### src/rtl/alu_control_pkg.sv
// ============================================================================
// Module      : alu_control_pkg
// Description : Shared ALU op, alu_op class and branch funct3 encodings.
// Revision    : 1.0 - initial release
// ============================================================================
`default_nettype none

package alu_control_pkg;

  // ALU operation codes (low three bits of the ALU function select)
  localparam logic [2:0] ALU_ADD_SUB = 3'b000;
  localparam logic [2:0] ALU_SLL     = 3'b001;
  localparam logic [2:0] ALU_SLT     = 3'b010;
  localparam logic [2:0] ALU_SLTU    = 3'b011;
  localparam logic [2:0] ALU_XOR     = 3'b100;
  localparam logic [2:0] ALU_SHIFTR  = 3'b101;
  localparam logic [2:0] ALU_OR      = 3'b110;
  localparam logic [2:0] ALU_AND     = 3'b111;

  // ALU class coming from the main control unit
  localparam logic [1:0] ALU_OP_MEM    = 2'b00;
  localparam logic [1:0] ALU_OP_SUB    = 2'b01;
  localparam logic [1:0] ALU_OP_ARITH  = 2'b10;
  localparam logic [1:0] ALU_OP_BRANCH = 2'b11;

  // Branch funct3 encodings
  localparam logic [2:0] BRANCH_EQ  = 3'b000;
  localparam logic [2:0] BRANCH_NE  = 3'b001;
  localparam logic [2:0] BRANCH_LT  = 3'b100;
  localparam logic [2:0] BRANCH_GE  = 3'b101;
  localparam logic [2:0] BRANCH_LTU = 3'b110;
  localparam logic [2:0] BRANCH_GEU = 3'b111;

endpackage : alu_control_pkg

`default_nettype wire

### src/rtl/alu_control_branch_funct_map.sv
// ============================================================================
// Module      : alu_control_branch_funct_map
// Description : Maps branch funct3 to the ALU compare op and a reserved flag.
// Revision    : 1.0 - initial release
// ============================================================================
`default_nettype none

module alu_control_branch_funct_map
  import alu_control_pkg::*;
(
  input  logic [2:0] funct3,
  output logic [2:0] bop,
  output logic       rsvd
);

  always_comb begin
    bop  = ALU_ADD_SUB;
    rsvd = 1'b0;
    case (funct3)
      BRANCH_EQ,  BRANCH_NE:  bop = ALU_ADD_SUB;
      BRANCH_LT,  BRANCH_GE:  bop = ALU_SLT;
      BRANCH_LTU, BRANCH_GEU: bop = ALU_SLTU;
      default: begin
        // 010 / 011 are unused branch encodings: fall back to a subtract
        bop  = ALU_ADD_SUB;
        rsvd = 1'b1;
      end
    endcase
  end

endmodule : alu_control_branch_funct_map

`default_nettype wire

### src/rtl/alu_control.sv
// ============================================================================
// Module      : alu_control
// Description : Decodes alu_op / funct3 / bit30 into the 4-bit ALU select,
//               with a combinational and a registered copy.
// Revision    : 1.0 - initial release
// ============================================================================
`default_nettype none

module alu_control
  import alu_control_pkg::*;
(
  input  logic       clk,
  input  logic       reset_n,
  input  logic [1:0] alu_op,
  input  logic [2:0] inst_funct3,
  input  logic       inst_bit30,
  output logic [3:0] alu_funct,
  output logic [3:0] alu_funct_q,
  output logic       branch_rsvd
);

  logic [2:0] w_bop;
  logic       w_rsvd;
  logic       w_mod;
  logic [3:0] r_alu_funct_q;

  alu_control_branch_funct_map u_branch_map (
    .funct3 (inst_funct3),
    .bop    (w_bop),
    .rsvd   (w_rsvd)
  );

  // bit30 only modifies ADD/SUB and SRL/SRA; elsewhere it is an immediate bit
  assign w_mod = inst_bit30 &
                 ((inst_funct3 == ALU_ADD_SUB) | (inst_funct3 == ALU_SHIFTR));

  always_comb begin
    alu_funct   = {1'b0, ALU_ADD_SUB};
    branch_rsvd = 1'b0;
    case (alu_op)
      ALU_OP_MEM:    alu_funct = {1'b0, ALU_ADD_SUB};
      ALU_OP_SUB:    alu_funct = {1'b1, ALU_ADD_SUB};
      ALU_OP_ARITH:  alu_funct = {w_mod, inst_funct3};
      ALU_OP_BRANCH: begin
        alu_funct   = {1'b1, w_bop};
        branch_rsvd = w_rsvd;
      end
      default: begin
        alu_funct   = {1'b0, ALU_ADD_SUB};
        branch_rsvd = 1'b0;
      end
    endcase
  end

  always_ff @(posedge clk or negedge reset_n) begin
    if (!reset_n) begin
      r_alu_funct_q <= 4'b0000;
    end else begin
      r_alu_funct_q <= alu_funct;
    end
  end

  assign alu_funct_q = r_alu_funct_q;

endmodule : alu_control

`default_nettype wire

### config.mk
export PLATFORM = sky130hd
export DESIGN_NAME = alu_control
export DESIGN_NICKNAME = d
export VERILOG_FILES = /design/src/rtl/alu_control_pkg.sv /design/src/rtl/alu_control_branch_funct_map.sv /design/src/rtl/alu_control.sv
export SDC_FILE = /design/constraint.sdc
export NUM_CORES = 1
export LEC_CHECK = 0
export CAP_MARGIN = 20
export CORE_AREA = 5 5 42 44
export CTS_BUF_LIST = sky130_fd_sc_hd__clkbuf_8
export CTS_CLUSTER_SIZE = 10
export DETAILED_ROUTE_END_ITERATION = 10
export DIE_AREA = 0 0 47 49
export GPL_ROUTABILITY_DRIVEN = 1
export GPL_TIMING_DRIVEN = 0
export PLACE_DENSITY = 0.56
export SYNTH_ARGS = -nofsm -noshare
export SYNTH_HDL_FRONTEND = slang
export SYNTH_HIERARCHICAL = 1
export SYNTH_SLANG_ARGS = --single-unit
### constraint.sdc
create_clock -name clk -period 1.1 [get_ports clk]
set_clock_uncertainty 0.05 [all_clocks]
set_input_delay 0.22 -clock clk [delete_from_list [all_inputs] [get_ports clk]]
set_output_delay 0.22 -clock clk [all_outputs]
set_load 0.02 [all_outputs]
; Word level (Yosys, flattened, before mapping)
; Cells that the tools add are included.
[totals]
ff_bits = 4
ramBits = 0
input_bits = 8
n_memories = 0
out_inout_bits = 9
latchBits = 0
mem_bits_ro = 0
word_cells = 20
[op_classes]
bitwise_logic = 2
mul = 0
eq_ne = 8
order_cmp = 0
n_div = 0
addsub = 0
n_shift = 0
n_mux = 4
n_reduce_logical = 5
[ops]
columns = operator, count
row1 = $pmux W4 S4, 1
row2 = $eq A3 B3 Y1 const B, 4
row3 = $reduce_or A6 Y1, 1
row4 = $eq A2 B2 Y1 const B, 2
row5 = $pmux W2 S2, 1
row6 = $reduce_or A2 Y1, 2
row7 = $eq A3 B1 Y1 const B, 1
row8 = $logic_not A3 Y1, 1
row9 = $eq A2 B1 Y1 const B, 1
row10 = $logic_not A2 Y1, 1
row11 = $mux W1, 2
row12 = $and A1 B1 Y1, 1
row13 = $or A1 B1 Y1, 1

; Logic depth before layout (Yosys ltp)
; Gate-level depths: netlist of the first run.
[logic_depth]
ltp_word = 4
depth_mapped = 3
depth_no_buf = 3

; Cells and area by module
; The synthesis of the first run kept the hierarchy.
[modules_own_cells]
columns = module, instances, cells_each, seq_area_each_um2, area_each_um2
row1 = alu_control, 1, 15, 100.1, 182.7
row2 = alu_control_branch_funct_map, 1, 5, 0.0, 27.5

; Worst setup path after synthesis of the first run
; Ideal clock, no wire load.
[synth_path]
path_type = in2out
from = input alu_op[0]
to = output alu_funct[0]
required_ns = 0.830
n_path_buf = 1
stages = 3
arrival_time_ns = 0.812
path_slack_ns = 0.018
path_cell_list = buf_2 > mux2i_1 > nor2b_1
[synth_via]
elab_chain_cells = 2
elab_cells_between_ends = 5
cone_classes = eq/ne: 3 / mux: 1 / reduce/logical: 1
[synth_rtl]
columns = item, line_no
row1 = from (decl), alu_control.sv:14  ; input logic [1:0] alu_op,
row2 = "$eq A2 B2 Y1, or another cell as far along", alu_control.sv:40  ; case (alu_op)
row3 = $pmux W4 S4 *, alu_control.sv:40
row4 = to (decl), alu_control.sv:17  ; output logic [3:0] alu_funct,
; Mark *: on every way between the ends. The rest lies on a longest branch, timed or not.

; Final worst setup path of the first run
[layout_path]
from = input inst_funct3[1]
to = output alu_funct[0]
[layout_via]
elab_chain_cells = 4
elab_cells_between_ends = 8
cone_classes = eq/ne: 4 / mux: 2 / reduce/logical: 2
[layout_rtl]
columns = item, line_no
row1 = from (decl), alu_control.sv:15  ; input logic [2:0] inst_funct3,
row2 = $eq A3 B3 Y1, alu_control_branch_funct_map.sv:19  ; case (funct3)
row3 = $reduce_or A2 Y1, -
row4 = $pmux W2 S2 *, alu_control_branch_funct_map.sv:19
row5 = net w_bop[0], alu_control.sv:22  ; logic [2:0] w_bop;
row6 = $pmux W4 S4 *, alu_control.sv:40
; Mark *: on every way through the listed nets, which the timed path passes. The rest lies on a longest branch.

==> metrics.md, run 1 <==
| Metric | Value |
|---|---|
| CP max stage delay | 0.15 ns |
| Library cell contributing the largest single delay on the critical path | sky130_fd_sc_hd__mux2i_2 |
| Highest-count cells in the layout ignoring fill and taps | sky130_fd_sc_hd__buf_6, sky130_fd_sc_hd__dfrtp_1, sky130_fd_sc_hd__buf_4, sky130_fd_sc_hd__buf_2 |
| Cell area after synthesis | 210.2 um2 |
| Total of fill cells in the finished design | 156 |
| Data arrival at the endpoint of the critical path | 0.82 ns |
| Required arrival time at the worst endpoint | 0.83 ns |
| Number of buffers created by CTS | 3 |
| Vias post-DR | 198 |
| Number of standard cells after synthesis | 20 |
| CP Max Fanout | 4 |
| Area of the die | 2303 um2 |
| Peak supply drop | 289.6 uV |
| Power density normalized to cell area | 1312 nW/um2 |
| Clock transition time at the flip-flop clock pins of the worst setup and hold paths | 0.03 ns |
| Clock root buffer | sky130_fd_sc_hd__clkbuf_8 |
| Max capacitance violation total | 0 |
| Total clock sinks | 4 |
| DR iter-0 viols | 0 |
| Most area-hungry cell type in the Yosys netlist | sky130_fd_sc_hd__dfrtp_1 |
| Maximum root-to-sink buffer count | 2 |
| Initial standard-cell utilization of the core | 15.00% |
| Share of Yosys cell area claimed by the top area cell type | 47.62% |
| Distinct cells, synth | 12 |
| First-pass GRT wire length | 924 um |
| Worst hold slack | 0.1555 ns |
| Vias in the first global route | 213 |
| Ports placed on the boundary | 17 |
| Die width | 47 um |
| Minimum clock period | 1.086 ns |
| Final weighted congestion of routability-driven global placement | 0.7090 |
| Fraction of final layout cells sized beyond drive strength 1 | 65.00% |
| Depth of the CTS H-tree | 1 |
| Routed length per placed instance | 9.804 um |
| Classification of the worst setup path | input port to output pin |
| Largest cells by area after synthesis | sky130_fd_sc_hd__dfrtp_1, sky130_fd_sc_hd__mux2i_1, sky130_fd_sc_hd__nor2b_1, sky130_fd_sc_hd__a41o_1, sky130_fd_sc_hd__xnor2_1 |
| Pin count of the biggest net entering global routing | 6 |
| Final critical-path share of the clock period | 98.73% |
| Remaining design rule violation count | 0 |
| HPWL Detailed | 432.8 um |
| Core Area | 1401 um2 |
| Top Family by Delay on Critical Path | buffers and inverters |
| Sequential area share after synthesis | 47.62% |
| Area growth from synthesis to final layout | 119.6% |
| Critical path capture point type | output pin |
| Fmax | 920.8 MHz |
| Crit path depth | 5 |
| Post-layout nets | 50 |
| Buffers & Inverters on Critical Path | 2 |
| CTS tree | done |
| Rows | 14 |
| Final Util | 32.95% |
| Mean number of vias per cell | 3.536 |
| YS warnings | 6 |
| Post-Route WL | 549 um |
| Top cell by count, worst path | sky130_fd_sc_hd__buf_6 |
| Overflow after GRT | 0 |
| Number of antenna violations at the first check in global routing | 0 |
| GRT Overall Usage | 6.082% |
| Hold violation total from the final report | 0 |
| Most common cell after layout, fill and taps aside | sky130_fd_sc_hd__buf_6 |
| Number of buffers inserted by port buffering | 15 |
| Hold Path Class | input port to async pin |
| Status | finished clean |
| Largest register FFs | 4 |
| RSZ-0062 raised after global routing | yes |
| Post-synth net total | 28 |
| Post-synthesis average cell area | 10.51 um2 |
| CP startpoint kind | input port |
| Final Slew Violations | 0 |
| Number of iterations in the first detailed-routing pass | 1 |
| N_diodes | 0 |
| Number of antenna-violating nets in the routed design | 0 |
| CP cell instances | buf_6, and2_4, mux2i_2, nor2b_2, buf_6 |
| Finish-stage setup viols | 0 |
| Post-synthesis register bit count | 4 |
| Static Leakage | 0.2360 nW |
| Vert. Die Dim | 49 um |
## routing by layer
| layer | part of all wire, % | vias to the layer above | GRT usage, % |
|---|---|---|---|
| met5 | 0 | - | 0 |
| met4 | 0 | 0 | 5.530 |
| met3 | 11 | 0 | 3.690 |
| met2 | 56 | 9 | 7.919 |
| met1 | 33 | 88 | 6.459 |
| li1 | - | 101 | - |
## metrics by stage
stage	total power, mW	setup WS (ns)	cell area [um2]	setup TNS, ns	std cells
3_3_place_gp	0.2877	-0.9378	380.4	-5.226	51
5_1_grt	0.6376	-0.02557	461.7	-0.03735	56
4_1_cts	0.6116	-0.003952	457.9	-0.005712	56
2_1_floorplan	0.2174	0.01782	210.2	0	20
6_report	0.6059	0.01401	461.7	0	56
3_5_place_dp	0.2882	-0.9474	380.4	-5.270	51
## layout make-up
cell class	instances	area, um2	area share, %
clock buffer	3	41.29	8.943
sequential	4	100.1	21.68
timing repair buffer	17	158.9	34.42
multi-input combinational	12	115.1	24.93
tap	16	20.02	4.336
buffer	3	22.52	4.878
inverter	1	3.754	0.8130
## cells in the mapped netlist
library cell               instances
sky130_fd_sc_hd__mux2i_1           3
sky130_fd_sc_hd__inv_1             1
sky130_fd_sc_hd__and3_1            1
sky130_fd_sc_hd__buf_2             1
sky130_fd_sc_hd__clkbuf_1          1
sky130_fd_sc_hd__a41o_1            1
sky130_fd_sc_hd__xnor2_1           1
sky130_fd_sc_hd__conb_1            1
sky130_fd_sc_hd__buf_4             1
sky130_fd_sc_hd__nor2b_1           4
sky130_fd_sc_hd__dfrtp_1           4
sky130_fd_sc_hd__and2_1            1
## path summary, 6_finish.rpt
kind	startpoint	to	slack, ns
worst max-delay path	inst_funct3[1]	alu_funct[0]	0.01
worst min-delay path	reset_n	alu_funct_q[2]	0.16
max in group asynchronous	reset_n	alu_funct_q[3]	0.68
min in group clk	inst_funct3[2]	alu_funct_q[2]	0.28
## logic make-up after synthesis
family | count (synthesis) | synth area share, %
DFF | 4 | 47.62
and+or+nand+nor | 6 | 17.86
other | 1 | 1.784
buffers and inverters | 4 | 9.519
xor gates and xnor gates | 1 | 4.167
muxes | 3 | 14.29
AOI/OAI and AO/OA | 1 | 4.762
## timing repair
action                     4_1_cts  5_1_grt
pin swaps                        2        1
setup buffers                    2        0
setup endpoints to repair        9        7
hold buffers                     0        0
resized for setup               63       11
cloned                           0        0
## power breakdown
part	total (mW)	switching, mW	internal, mW
clock network	0.304	0.0707	0.233
logic	0.144	0.0637	0.0799
registers	0.159	0.00162	0.157
total	0.606	0.136	0.470
(Power assumes the default switching activity.)
==> run 2: changes to the inputs <==
Settings changed: SKIP_CTS_REPAIR_TIMING set to 1.
==> run 2 against run 1 <==
The run now ends with negative setup slack left. Sequential cell count unchanged. First-iteration DRC count unchanged. Sequential power about the same. Sequential share of layout area down 1.7 points. Critical path depth unchanged. Maximum frequency down 1.8%. Count of clock-buffer cells in the layout unchanged. Setup slack worse by 0.020 ns. Die area unchanged. Power up 1.8%. Critical path type unchanged. Largest power group unchanged.
==> metrics.md, run 2 (synthesis gave the netlist of run 1 again) <==
| Metric | Value |
|---|---|
| Area of the die | 2303 um2 (unchanged) |
| Final critical-path share of the clock period | 100.5% (+1.8 points) |
| Minimum clock period | 1.106 ns (+0.01961 ns) |
| Depth of the CTS H-tree | 1 (unchanged) |
| Final weighted congestion of routability-driven global placement | 0.7090 (unchanged) |
| Clock root buffer | sky130_fd_sc_hd__clkbuf_8 |
| Largest register FFs | 4 (unchanged) |
| Ports placed on the boundary | 17 (unchanged) |
| Vias in the first global route | 212 (-0.47%) |
| First-pass GRT wire length | 876 um (-5.2%) |
| Static Leakage | 0.3030 nW (+28%) |
| Top Family by Delay on Critical Path | buffers and inverters |
| Number of buffers inserted by port buffering | 15 (unchanged) |
| CTS tree | done |
| CP Max Fanout | 4 (unchanged) |
| Max capacitance violation total | 0 (unchanged) |
| Critical path capture point type | output pin |
| Peak supply drop | 356.0 uV (+23%) |
| Pin count of the biggest net entering global routing | 6 (unchanged) |
| DR iter-0 viols | 0 (unchanged) |
| Status | complete, but fails checks |
| Remaining design rule violation count | 0 (unchanged) |
| Vias post-DR | 197 (-0.51%) |
| Clock transition time at the flip-flop clock pins of the worst setup and hold paths | 0.03 ns (about the same) |
| Maximum root-to-sink buffer count | 2 (unchanged) |
| GRT Overall Usage | 5.795% (-0.29 points) |
| Failing checks | negative setup slack |
| Number of antenna-violating nets in the routed design | 0 (unchanged) |
| Aggregate negative setup slack | -0.005602 ns (-0.005602 ns) |
| Number of buffers created by CTS | 3 (unchanged) |
| Die width | 47 um (unchanged) |
| Classification of the worst setup path | input port to output pin |
| Initial standard-cell utilization of the core | 15.00% (unchanged) |
| HPWL Detailed | 432.8 um (unchanged) |
| Post-Route WL | 564 um (+2.7%) |
| Required arrival time at the worst endpoint | 0.83 ns (about the same) |
| Rows | 14 (unchanged) |
| Fraction of final layout cells sized beyond drive strength 1 | 53.85% (-11 points) |
| Core Area | 1401 um2 (unchanged) |
| Routed length per placed instance | 10.25 um (+4.6%) |
| Fmax | 904.5 MHz (-1.8%) |
| Final Slew Violations | 0 (unchanged) |
| Vert. Die Dim | 49 um (unchanged) |
| Final Util | 35.71% (+2.8 points) |
| Worst Slack Setup Final | -0.005602 ns (-0.01961 ns) |
| Hold violation total from the final report | 0 (unchanged) |
| CP cell instances | buf_8, and2_4, mux2i_1, nor2b_1, buf_4 |
| Buffers & Inverters on Critical Path | 2 (unchanged) |
| N_diodes | 0 (unchanged) |
| Footprint of the multi-input gates | 133.9 um2 (+16%) |
| Finish-stage setup viols | 1 (+1) |
| RSZ-0062 raised after global routing | yes |
| Post-layout nets | 49 (-2.0%) |
| Overflow after GRT | 0 (unchanged) |
| CP max stage delay | 0.16 ns (about the same) |
| Power density normalized to cell area | 1233 nW/um2 (-6.0%) |
| Number of antenna violations at the first check in global routing | 0 (unchanged) |
| Area growth from synthesis to final layout | 138.1% |
| Most common cell after layout, fill and taps aside | sky130_fd_sc_hd__dlymetal6s2s_1 |
| Total clock sinks | 4 (unchanged) |
| Number of iterations in the first detailed-routing pass | 1 (unchanged) |
| Total of fill cells in the finished design | 148 (-5.1%) |
| CP startpoint kind | input port |
| Mean number of vias per cell | 3.582 (+1.3%) |
| Hold Path Class | input port to async pin |
| Highest-count cells in the layout ignoring fill and taps | sky130_fd_sc_hd__dlymetal6s2s_1, sky130_fd_sc_hd__buf_4, sky130_fd_sc_hd__buf_6, sky130_fd_sc_hd__dfrtp_1, sky130_fd_sc_hd__clkbuf_8 |
| Data arrival at the endpoint of the critical path | 0.84 ns (+0.02 ns) |
| Library cell contributing the largest single delay on the critical path | sky130_fd_sc_hd__buf_4 |
| Sequential cell area | 100.1 um2 (unchanged) |
==> run 2: stage by stage <==
step	cells	worst slack [ns]	hold slack, ns	area (um2)	power [mW]
5_1_grt	55	-0.07218	0.1802	500.5	0.6495
6_report	55	-0.005602	0.1563	500.5	0.6171
4_1_cts	54	-0.9522	0.1568	421.7	0.6004
3_3_place_gp	51	-0.9378	0.3793	380.4	0.2877
2_1_floorplan	20	0.01782	-0.1256	210.2	0.2174
3_5_place_dp	51	-0.9474	0.3826	380.4	0.2882
==> run 2: final cells by class <==
class	count	area share [%]
sequential	4	20.00
clock buffer	3	8.250
multi-input combinational	12	26.75
inverter	1	0.7500
buffer	3	4.500
tap	16	4.000
timing repair buffer	16	35.75
==> run 2: path summary, 6_finish.rpt <==
| kind | to | depth (start not counted) | slack, ns | from |
|---|---|---|---|---|
| max in group asynchronous | alu_funct_q[3] | 1 | 0.68 | reset_n |
| setup / recovery | alu_funct[0] | 5 | -0.006 | inst_funct3[1] |
| hold / removal | alu_funct_q[2] | 1 | 0.16 | reset_n |
| min in group clk | alu_funct_q[1] | 3 | 0.27 | inst_funct3[1] |
==> run 2: report_power, final <==
part           switching, mW  internal [mW]  total, mW
clock                 0.0704          0.233      0.303
combinational         0.0669         0.0884      0.155
sequential           0.00145          0.157      0.159
==> run 2: per-layer routing <==
metal / global-route usage (%) / part of all wire [%] / vias up
met3: 3.690 / 11 / 0
met4: 5.530 / 0 / 0
li1: - / - / 102
met5: 0 / 0 / -
met2: 7.466 / 55 / 9
met1: 6.000 / 34 / 86
